--- src/rtl/microondas_pkg.sv ---
// microondas_pkg: shared state encodings, BCD digit limits and the BCD load-validity check.
package microondas_pkg;
  typedef enum logic [1:0] {
    EST_IDLE    = 2'd0,
    EST_COOKING = 2'd1,
    EST_PAUSED  = 2'd2,
    EST_DONE    = 2'd3
  } estado_t;
  localparam logic [3:0] BCD_MAX_UNID = 4'd9;
  localparam logic [3:0] BCD_MAX_DEZ  = 4'd5;
  function automatic logic bcd_valido(input logic [15:0] v);
    return (v[15:12] <= BCD_MAX_UNID) && (v[11:8] <= BCD_MAX_UNID) &&
           (v[7:4] <= BCD_MAX_DEZ) && (v[3:0] <= BCD_MAX_UNID);
  endfunction
endpackage

--- src/rtl/bcd_mmss_down_counter.sv ---
// bcd_mmss_down_counter: mm:ss BCD time register with clear, validated load and borrow-chain decrement.
module bcd_mmss_down_counter
  import microondas_pkg::*;
(
  input  logic        i_clk,
  input  logic        i_resetn,
  input  logic        i_clear,
  input  logic        i_load,
  input  logic [15:0] i_load_bcd,
  input  logic        i_dec,
  output logic [15:0] o_time_bcd,
  output logic        o_zero,
  output logic        o_one,
  output logic        o_load_ok
);
  logic [15:0] r_time;
  logic [15:0] w_dec;
  logic        w_b0, w_b1, w_b2;
  // Each w_bN means every digit up to N is zero, so the next digit must borrow.
  assign w_b0 = r_time[3:0] == 4'd0;
  assign w_b1 = w_b0 && r_time[7:4] == 4'd0;
  assign w_b2 = w_b1 && r_time[11:8] == 4'd0;
  assign w_dec[3:0]   = w_b0 ? BCD_MAX_UNID : r_time[3:0] - 4'd1;
  assign w_dec[7:4]   = !w_b0 ? r_time[7:4] : w_b1 ? BCD_MAX_DEZ : r_time[7:4] - 4'd1;
  assign w_dec[11:8]  = !w_b1 ? r_time[11:8] : w_b2 ? BCD_MAX_UNID : r_time[11:8] - 4'd1;
  assign w_dec[15:12] = !w_b2 ? r_time[15:12] : r_time[15:12] - 4'd1;
  assign o_zero     = r_time == 16'h0000;
  assign o_one      = r_time == 16'h0001;
  assign o_load_ok  = bcd_valido(i_load_bcd);
  assign o_time_bcd = r_time;
  always_ff @(posedge i_clk or negedge i_resetn) begin
    if (!i_resetn) r_time <= 16'h0000;
    else if (i_clear) r_time <= 16'h0000;
    else if (i_load && o_load_ok) r_time <= i_load_bcd;
    else if (i_dec && !o_zero) r_time <= w_dec;
  end
endmodule

--- src/rtl/sequenciador_cozimento.sv ---
// sequenciador_cozimento: microwave cook-cycle FSM with 1 Hz prescaler, key edge detect and end-of-cycle beep.
module sequenciador_cozimento
  import microondas_pkg::*;
#(
  parameter int TICK_DIV  = 100,
  parameter int BEEP_SECS = 3
) (
  input  logic        i_clk,
  input  logic        i_resetn,
  input  logic        i_startn,
  input  logic        i_stopn,
  input  logic        i_clearn,
  input  logic        i_door_closed,
  input  logic        i_load_en,
  input  logic [15:0] i_load_bcd,
  output logic        o_mag_on,
  output logic        o_timer_done,
  output logic        o_beep,
  output logic [15:0] o_time_bcd,
  output logic [1:0]  o_estado
);
  localparam int PW = TICK_DIV > 1 ? $clog2(TICK_DIV) : 1;
  localparam int BW = $clog2(BEEP_SECS + 1);
  estado_t        r_estado, w_prox;
  logic           r_startn_q, r_stopn_q;
  logic [PW-1:0]  r_presc;
  logic [BW-1:0]  r_beep_cnt;
  logic           w_start_ev, w_stop_ev, w_clear, w_tick, w_conta;
  logic           w_zero, w_one, w_load_ok, w_cnt_clear, w_cnt_load, w_cnt_dec;
  logic [15:0]    w_time;
  assign w_start_ev = r_startn_q && !i_startn;
  assign w_stop_ev  = r_stopn_q && !i_stopn;
  assign w_clear    = !i_clearn;
  assign w_conta    = r_estado == EST_COOKING || r_estado == EST_DONE;
  assign w_tick     = w_conta && r_presc == PW'(TICK_DIV - 1);
  // Any exit back to IDLE wipes the programmed time.
  assign w_cnt_clear = w_clear || (r_estado != EST_IDLE && w_prox == EST_IDLE);
  assign w_cnt_load  = r_estado == EST_IDLE && i_load_en && w_load_ok;
  assign w_cnt_dec   = r_estado == EST_COOKING && w_tick && i_door_closed && !w_stop_ev;
  bcd_mmss_down_counter u_cnt (
    .i_clk      (i_clk),
    .i_resetn   (i_resetn),
    .i_clear    (w_cnt_clear),
    .i_load     (w_cnt_load),
    .i_load_bcd (i_load_bcd),
    .i_dec      (w_cnt_dec),
    .o_time_bcd (w_time),
    .o_zero     (w_zero),
    .o_one      (w_one),
    .o_load_ok  (w_load_ok)
  );
  always_ff @(posedge i_clk or negedge i_resetn) begin
    if (!i_resetn) begin
      r_estado   <= EST_IDLE;
      r_startn_q <= 1'b1;
      r_stopn_q  <= 1'b1;
    end else begin
      r_estado   <= w_prox;
      r_startn_q <= i_startn;
      r_stopn_q  <= i_stopn;
    end
  end
  // Prescaler restarts outside COOKING/DONE so a partial second is lost on pause.
  always_ff @(posedge i_clk or negedge i_resetn) begin
    if (!i_resetn) r_presc <= '0;
    else r_presc <= (!w_conta || w_tick) ? '0 : r_presc + 1'b1;
  end
  always_ff @(posedge i_clk or negedge i_resetn) begin
    if (!i_resetn) r_beep_cnt <= '0;
    else if (r_estado != EST_DONE) r_beep_cnt <= '0;
    else if (w_tick && r_beep_cnt < BW'(BEEP_SECS)) r_beep_cnt <= r_beep_cnt + 1'b1;
  end
  always_comb begin
    w_prox = r_estado;
    case (r_estado)
      EST_IDLE:
        w_prox = (!w_clear && !i_load_en && w_start_ev && i_door_closed && !w_zero) ? EST_COOKING : EST_IDLE;
      EST_COOKING:
        w_prox = w_clear ? EST_IDLE :
                 (!i_door_closed || w_stop_ev) ? EST_PAUSED :
                 (w_tick && w_one) ? EST_DONE : EST_COOKING;
      EST_PAUSED:
        w_prox = w_clear ? EST_IDLE :
                 !i_door_closed ? EST_PAUSED :
                 w_stop_ev ? EST_IDLE :
                 w_start_ev ? EST_COOKING : EST_PAUSED;
      EST_DONE:
        w_prox = (w_clear || !i_door_closed || w_stop_ev) ? EST_IDLE : EST_DONE;
      default: w_prox = EST_IDLE;
    endcase
  end
  // Door interlock is combinational so the magnetron dies in the same cycle.
  always_comb begin
    o_mag_on     = r_estado == EST_COOKING && i_door_closed;
    o_timer_done = r_estado == EST_DONE;
    o_beep       = r_estado == EST_DONE && r_beep_cnt < BW'(BEEP_SECS);
    o_time_bcd   = w_time;
    o_estado     = r_estado;
  end
endmodule

--- config.mk ---
export PLATFORM = sky130hd
export DESIGN_NAME = sequenciador_cozimento
export DESIGN_NICKNAME = d
export VERILOG_FILES = /design/src/rtl/microondas_pkg.sv /design/src/rtl/bcd_mmss_down_counter.sv /design/src/rtl/sequenciador_cozimento.sv
export SDC_FILE = /design/constraint.sdc
export NUM_CORES = 1
export LEC_CHECK = 0
export CORE_ASPECT_RATIO = 1.75
export CORE_MARGIN = 4
export CORE_UTILIZATION = 40
export CTS_CLUSTER_SIZE = 40
export DETAILED_ROUTE_END_ITERATION = 12
export GPL_TIMING_DRIVEN = 0
export PLACE_DENSITY = 0.71
export SLEW_MARGIN = 10
export SYNTH_ARGS = -nofsm -noshare
export SYNTH_HDL_FRONTEND = slang
export SYNTH_SLANG_ARGS = --single-unit
export TNS_END_PERCENT = 1
--- constraint.sdc ---
create_clock -name i_clk -period 3.2 [get_ports i_clk]
set_input_delay 0.32 -clock i_clk [delete_from_list [all_inputs] [get_ports i_clk]]
set_output_delay 0.32 -clock i_clk [all_outputs]
set_load 0.01 [all_outputs]
==> metrics.txt <==
Max clock buf depth 2; reg-to-reg slack, setup 0.68 ns; Gate power share 18.6%; final wirelength 4700 um; Routed Antenna Nets 0; synthesized flop and latch total 29; RSZ-0062 raised after global routing false; Die X 58.9 um; Synth area leader dfrtp_1; fin. max-slew vios 0; Tcrit/Tclk final 78.6%; Fin Clk Skew 0.00985 ns; dominant synthesized flop cell dfrtp_1; Rows 32; VDD IR max 0.308 mV; Reg clk slew, reported paths 0.06 ns; layout cells sized above 1 7.29%; Detail Placement HPWL 3630 um; CORE AREA 4400 um2; status finished clean; CTS buffer count 5; Avg Synthesized Cell Area 9.26 um2; post-route cell area 2380 um2; Leakage 0.962 nW; final setup fails 0; vias in the first global route 1,731; Layout area overhead 31.4%; Post-CTS Setup Repair Bufs 0; critical path type reg -> reg; initial antenna violation count 0; Clock Latency Late Sink 0.29 ns; CP Data Arrival Time 2.69 ns; Power Total 833 uW; CTS tree done; drt first-iter violations 43; Post-Syn Nets 226; post-synthesis cell area 1810 um2; Max Clock Freq 398 MHz; CP endpoint kind flop; startpoint types flop; GP Congestion 0.798; final setup margin 0.685 ns; unique cell type count in the Yosys netlist 44; via count 1,677; Total GRT Usage 18.1%; Max-slew headroom 49.8%; die height 97.1 um; Post-synth ARST share 100%; Least-Margin Pin Slew 0.747 ns; post-detailed-route wirelength per cell 15.8 um; CTS Root Cell clkbuf_8; Residual DRC 0; I/O pins 44; Yosys top cell area share 37.2%; # resized after CTS 0; Post-synth EDFFs 0; pre-CTS setup slack 0.608 ns; global route overflow 0; Syn Inst Count 196; Vias/cell 5.63; DRT Pass-1 Iters 4; CP max FO 10; H-tree levels 2; setup TNS 0 ns; power per cell area 349 nW/um2; Hold Vio Cnt, Final 0; starting density of the core 41.2%; yosys warns 0; # fillers 435; switching pwr 232 uW; Nets 276; Final min period 2.52 ns; antenna cells 0; ranking of synthesized cells by area dfrtp_1 37%, nor2_1 5.8%, ha_1 4.8%; CP Data Required Time 3.38 ns; largest net degree at the start of global routing 30; internal power 600 uW; CTS sink cnt 29; commonest non-fill, non-tap cell in the layout clkdlybuf4s50_1; max-cap viol count 0; worst min path class in -> async; placed cell areas 2300 um2; clock share of power 35.1%; sequential fraction of the synthesis area 40.1%; hold buffers post-CTS 0; first-pass GRT wire length 8020 um; most frequent cells in the layout 42 x clkdlybuf4s50_1, 28 x nor2_1, 27 x dfrtp_1, 13 x nand2_1, 10 x inv_1; die area 5720 um2; port bufs 43; register share of total power 46.3%; Sw Share 27.9%
routing by layer:
layer / GRT usage, % / wire, um
met5: 0 / 0
met2: 31.9 / 2630
met4: 6.98 / 105
met1: 20.3 / 1770
met3: 4.26 / 193
worst paths after layout:
path,startpoint,endpoint,cells past startpoint
setup / recovery,o_estado[0],u_cnt.o_time_bcd[6],7
hold / removal,i_resetn,u_cnt.o_time_bcd[0],1
setup reg to reg,o_estado[0],u_cnt.o_time_bcd[6],7
hold reg to reg,r_presc[0],r_presc[0],1
max in group asynchronous,i_resetn,u_cnt.o_time_bcd[8],1
min in group i_clk,i_startn,r_startn_q,1
worst max-delay path, stage by stage (launching register included):
cell	delay [ns]
dfrtp_1	0.38
clkbuf_1	0.21
nor4b_1	0.47
nand4_1	0.36
or2_1	0.32
clkbuf_1	0.24
and3_1	0.22
a32o_1	0.21
final cells by class:
| type | instances | area [um2] | share of cell area [%] |
|---|---|---|---|
| Multi-Input combinational cell | 154 | 1040 | 43.5 |
| Sequential cell | 29 | 728 | 30.6 |
| Timing Repair Buffer | 43 | 425 | 17.8 |
| Clock buffer | 8 | 80.1 | 3.36 |
| Tap cell | 51 | 63.8 | 2.68 |
| Inverter | 10 | 37.5 | 1.57 |
| Buffer | 3 | 11.3 | 0.472 |
cell families (layout without fill, tap and decap cells):
group,after synthesis,in the layout,share of synthesized area (%)
AO/OA/AOI/OAI,42,42,16.2
XOR/XNOR,10,10,4.83
adder cells (fa/ha/maj),7,7,4.83
buffers and inverters,13,64,2.69
flip-flops,29,29,40.1
multiplexers,5,5,2.83
AND/OR/NAND/NOR,90,90,28.5
metrics by stage:
stage          hold slack (ns)  std cells  utilization (%)
2_1_floorplan           0.0244        196                -
3_3_place_gp             0.477        290             52.4
3_5_place_dp             0.397        290             52.3
4_1_cts                 0.0920        298             54.1
5_1_grt                  0.120        298             54.1
6_report                0.0672        298             54.1
power by group through the flow:
stage	combinational [mW]	clock, mW	sequential (mW)
floorplan	0.0791	0	0.393
global placement	0.155	0	0.392
detailed placement	0.154	0	0.392
CTS	0.156	0.300	0.385
global route	0.171	0.319	0.386
finish	0.155	0.292	0.385
sequential cells by signal, summed over array words and instances (netlist names):
| register | cells |
|---|---|
| r_startn_q | 1 |
| r_beep_cnt | 2 |
| r_stopn_q | 1 |
| u_cnt.o_time_bcd | 16 |
| o_estado | 2 |
| r_presc | 7 |
synth_stat cells (3+ instances only):
master / n
nand4_1: 7
xnor2_1: 6
nor3b_1: 4
a211oi_1: 7
xor2_1: 4
inv_1: 10
nor3_1: 8
ha_1: 7
a21oi_1: 5
nand2_1: 13
mux2i_1: 4
o22ai_1: 3
nor2b_1: 5
o21ai_0: 7
o21ai_1: 6
clkbuf_1: 3
o21a_1: 3
nand3_1: 4
nor2_1: 28
dfrtp_1: 27
Power figures use the tool's default switching activity.
